$ cat src/rtl/seq_divider8by4.sv
// Iterative restoring divider: one quotient bit per clock, MSB first, with a
// start/busy/done handshake and a divide-by-zero flag.
module seq_divider8by4 #(
    parameter int unsigned DW = 8,
    parameter int unsigned VW = 4
) (
    input  logic          clk,
    input  logic          rst,
    input  logic          start,
    input  logic [DW-1:0] dividend,
    input  logic [VW-1:0] divisor,
    output logic [DW-1:0] quotient,
    output logic [VW-1:0] remainder,
    output logic          busy,
    output logic          done,
    output logic          div_by_zero
);

    localparam int unsigned CW = $clog2(DW + 1);

    typedef enum logic [0:0] {StIdle, StRun} state_e;

    state_e        state_q, state_d;
    logic [DW-1:0] shift_q, shift_d;
    logic [VW-1:0] rem_q, rem_d;
    logic [VW-1:0] dvsr_q, dvsr_d;
    logic [CW-1:0] cnt_q, cnt_d;
    logic [DW-1:0] quot_q, quot_d;
    logic [VW-1:0] remo_q, remo_d;
    logic          busy_q, busy_d;
    logic          done_q, done_d;
    logic          dbz_q, dbz_d;

    logic [VW:0]   trial;
    logic          qbit;
    logic [VW-1:0] rem_next;
    logic [DW-1:0] shift_next;

    always_comb begin
        // The restored remainder is always below the divisor, so only the trial
        // value needs the extra top bit; the low VW bits of the difference are exact.
        trial      = {rem_q, shift_q[DW-1]};
        qbit       = (trial >= {1'b0, dvsr_q});
        rem_next   = qbit ? (trial[VW-1:0] - dvsr_q) : trial[VW-1:0];
        shift_next = {shift_q[DW-2:0], qbit};

        state_d = state_q;
        shift_d = shift_q;
        rem_d   = rem_q;
        dvsr_d  = dvsr_q;
        cnt_d   = cnt_q;
        quot_d  = quot_q;
        remo_d  = remo_q;
        busy_d  = busy_q;
        done_d  = 1'b0;
        dbz_d   = dbz_q;

        case (state_q)
            StIdle: begin
                if (start) begin
                    if (divisor != '0) begin
                        shift_d = dividend;
                        rem_d   = '0;
                        dvsr_d  = divisor;
                        cnt_d   = '0;
                        busy_d  = 1'b1;
                        dbz_d   = 1'b0;
                        state_d = StRun;
                    end else begin
                        quot_d  = '1;
                        remo_d  = '0;
                        dbz_d   = 1'b1;
                        done_d  = 1'b1;
                    end
                end
            end
            StRun: begin
                shift_d = shift_next;
                rem_d   = rem_next;
                cnt_d   = cnt_q + CW'(1);
                if (cnt_q == CW'(DW - 1)) begin
                    quot_d  = shift_next;
                    remo_d  = rem_next;
                    busy_d  = 1'b0;
                    done_d  = 1'b1;
                    state_d = StIdle;
                end
            end
            default: state_d = StIdle;
        endcase
    end

    always_ff @(posedge clk) begin
        if (rst) begin
            state_q <= StIdle;
            shift_q <= '0;
            rem_q   <= '0;
            dvsr_q  <= '0;
            cnt_q   <= '0;
            quot_q  <= '0;
            remo_q  <= '0;
            busy_q  <= 1'b0;
            done_q  <= 1'b0;
            dbz_q   <= 1'b0;
        end else begin
            state_q <= state_d;
            shift_q <= shift_d;
            rem_q   <= rem_d;
            dvsr_q  <= dvsr_d;
            cnt_q   <= cnt_d;
            quot_q  <= quot_d;
            remo_q  <= remo_d;
            busy_q  <= busy_d;
            done_q  <= done_d;
            dbz_q   <= dbz_d;
        end
    end

    assign quotient    = quot_q;
    assign remainder   = remo_q;
    assign busy        = busy_q;
    assign done        = done_q;
    assign div_by_zero = dbz_q;

endmodule

$ cat config.mk
export PLATFORM = sky130hd
export DESIGN_NAME = seq_divider8by4
export DESIGN_NICKNAME = d
export VERILOG_FILES = /design/src/rtl/seq_divider8by4.sv
export SDC_FILE = /design/constraint.sdc
export NUM_CORES = 1
export LEC_CHECK = 0
export CAP_MARGIN = 20
export CORE_MARGIN = 1.5
export CORE_UTILIZATION = 40
export CTS_BUF_LIST = sky130_fd_sc_hd__clkbuf_16
export DETAILED_ROUTE_END_ITERATION = 8
export GPL_ROUTABILITY_DRIVEN = 0
export REMOVE_ABC_BUFFERS = 1
export SLEW_MARGIN = 20
export SYNTH_ARGS = -nofsm -noshare
export SYNTH_HDL_FRONTEND = slang
export SYNTH_SLANG_ARGS = --single-unit
$ cat constraint.sdc
create_clock -name clk -period 2.3 [get_ports clk]
set_input_delay 0.345 -clock clk [delete_from_list [all_inputs] [get_ports clk]]
set_output_delay 0.345 -clock clk [all_outputs]
set_load 0.02 [all_outputs]
==> flow_metrics.tcl <==
set metrics [dict create \
    crit_family "adder cells" \
    ir_worst_vdd_mv 0.485 \
    fin_skew_ns 0.00459 \
    p_sw_frac 0.257 \
    register_area_um2 721 \
    finalCritPeriodShare 0.818 \
    port_buffers 29 \
    insertion_delay_ns 0.27 \
    n_antenna_cell 0 \
    rr_endpoint "remainder[2]" \
    gr-total-overflow 0 \
    hold_ws_ns 0.461 \
    comb_power_share 0.167 \
    finalSetupViolCount 0 \
    cts.clk_slew.worst_paths_ns 0.05 \
    p_seq_frac 0.432 \
    startpoint_type "register" \
    ys_warn_count 0 \
    crit_required_ns 2.49 \
    wl_met3_um 160 \
    ctsLongestPathBuffers 2 \
    p_sw_uw 406 \
    firstDrtPassIters 4 \
    drc 0 \
    finalHoldViolCount 0 \
    final_common_cell "dfxtp_1" \
    post_cts.repair.setup_buffers 0 \
    grt_first_pass_wirelength_mm 6.39 \
    drtIter0Drc 69 \
    wl_met2_mm 1.80 \
    min_path_cells 2 \
    dieArea_mm2 0.00474 \
    multi_input_area_um2 925 \
    min_to "div_by_zero" \
    cts_htree_levels 2 \
    holdCritStartpoint "div_by_zero" \
    cts_inserted_buffers 5 \
    power.static_leakage_uw 0.000792 \
    drv_cap 0 \
    slew_violations 0 \
    crit_buf_inv 1 \
    core_mm2 0.00409 \
    cts_tree "built" \
    grt_max_degree 22 \
    antenna_found_initial 0 \
    ctsResizeCount 0 \
    vias 1403 \
    synth_edf_count 0 \
    detail-route-antenna-nets 0 \
    power_density_mw_per_mm2 709 \
    period_needed_ns 1.88 \
    area_growth_pct 28.3 \
    p_int_uw 1170 \
    initial_utilization 0.425 \
    ys_seq_area_frac 0.415 \
    relSlewSlack 0.587 \
    root_buffer "clkbuf_16" \
    synth_area_mm2 0.00174 \
    routed_wl_mm 3.82 \
    clockPowerShare 0.401 \
    hold_buffers 0 \
    top_layer "met4" \
    synth_seq_cells 36 \
    die_x_um 68.9 \
    ys.flop_type "dfxtp_1" \
    critical_path_class "register to register" \
    die_h_um 68.9 \
    dp_hpwl_mm 2.73 \
    avgSynthCellArea_um2 9.38 \
    cts_sinks 36 \
    cp-end-kind "register" \
    timing.rr.start "shift_q[7]" \
    nFillCells 385 \
    rsz0062_at_grt "false" \
    min_path_type "register to register" \
    nNetsFinal 240 \
    tightest_slew_ns 0.618 \
    synth.distinct_cells 43 \
    critPathArrivalTime_ns 2.07 \
    async_flop_share 0 \
    via_per_inst 5.22 \
    wl_met1_mm 1.82 \
    fin_tns_setup_ns 0 \
    crit_chain "inv_1, ha_1, fa_1, xnor2_1, nand2_1, mux2_2, a211oi_2" \
    rows 23 \
    cpPeakStageDelay_ns 0.40 \
    wire_per_inst_um 14.2 \
    num_io_pins 30 \
    crit_slowest_cell "fa_1" \
    fmax_mhz 532 \
    status "complete, no violations" \
    grt_pass1_vias 1425 \
    synthCells 185 \
    reg2reg_slack_ns 0.42 \
    reg2reg_depth 7 \
    cp_max_fo 3 \
    grt_util_all_layers 0.183 \
    layout_common_cells "dfxtp_1, nor2_1, clkdlybuf4s50_1" \
    drive_gt1_frac 0.192 \
]
==> power by group through the flow <==
| stage | combinational, µW | sequential [µW] | clock (µW) |
|---|---|---|---|
| 3_3_place_gp | 257 | 693 | 0 |
| 6_report | 264 | 681 | 633 |
| 3_5_place_dp | 264 | 694 | 0 |
| 2_1_floorplan | 157 | 701 | 0 |
| 4_1_cts | 265 | 681 | 646 |
| 5_1_grt | 291 | 686 | 672 |
==> metrics by stage <==
stage                     total power (µW)  worst slack (ns)  utilization  instances  instance area, µm²
after floorplan                        858             0.515            -        175                1680
after global placement                 950             0.179        0.511        262                2090
after detailed placement               958             0.169        0.511        262                2090
after CTS                             1590             0.421        0.545        269                2230
after global routing                  1650             0.322        0.545        269                2230
final                                 1580             0.419        0.545        269                2230
==> per-layer routing <==
metal | GRT usage | up-vias
met3 | 0.0390 | 5
li1 | - | 715
met1 | 0.224 | 654
met2 | 0.317 | 29
met4 | 0.0613 | 0
met5 | 0 | -
==> cells by family after synthesis <==
logic type / Yosys count / synth area share
AOI/OAI and AO/OA: 37 / 0.181
xor gates and xnor gates: 2 / 0.0101
adders and majority gates: 6 / 0.0476
buffers and inverters: 18 / 0.0519
DFF: 36 / 0.415
muxes: 13 / 0.0779
and+or+nand+nor: 73 / 0.216
==> worst max path at each step <==
stage,slack [ns],depth (start not counted),start,end
detailed placement,0.17,7,divisor[0],shift_q[5]
global placement,0.18,7,divisor[0],shift_q[5]
floorplan,0.52,4,state_q,quotient[1]
CTS,0.42,7,shift_q[7],remainder[2]
global route,0.32,7,shift_q[7],remainder[2]
finish,0.42,7,shift_q[7],remainder[2]
==> flip-flops by register name, indices dropped and copies added (netlist names) <==
signal and cells:
quotient 8, shift_q 8, cnt_q 4, dvsr_q 4, rem_q 4, remainder 4
busy 1, div_by_zero 1, done 1, state_q 1
==> tightest hold or removal path, delay by kind of cell, from the launching register on <==
| family | cells | cell delay (ns) |
|---|---|---|
| AO/OA/AOI/OAI | 1 | 0.05 |
| flip-flops | 1 | 0.31 |
| AND/OR/NAND/NOR | 1 | 0.05 |
==> cell type report <==
class / instances / share of cell area
clock buffer: 5 / 0.0562
multi-input combinational: 131 / 0.415
tap: 50 / 0.0281
clock inverter: 2 / 0.00562
timing repair buffer: 37 / 0.157
sequential: 36 / 0.324
inverter: 8 / 0.0135
==> Yosys cell counts (2+ instances only) <==
library cell	n	area (µm²)
inv_1	8	30.0
buf_6	2	22.5
ha_1	5	62.6
or2_1	2	12.5
clkbuf_1	3	11.3
dfxtp_1	36	721
buf_2	3	15.0
nand2_2	2	12.5
o41ai_1	2	17.5
a211oi_2	13	163
mux2i_1	9	90.1
nor2_1	30	113
nand2b_1	2	12.5
nor3_1	14	70.1
a21oi_1	8	40.0
nand2_1	10	37.5
mux2_2	4	45.0
o21ai_0	6	30.0
a21oi_2	2	17.5
No activity file was read; power rests on OpenSTA's default activity.
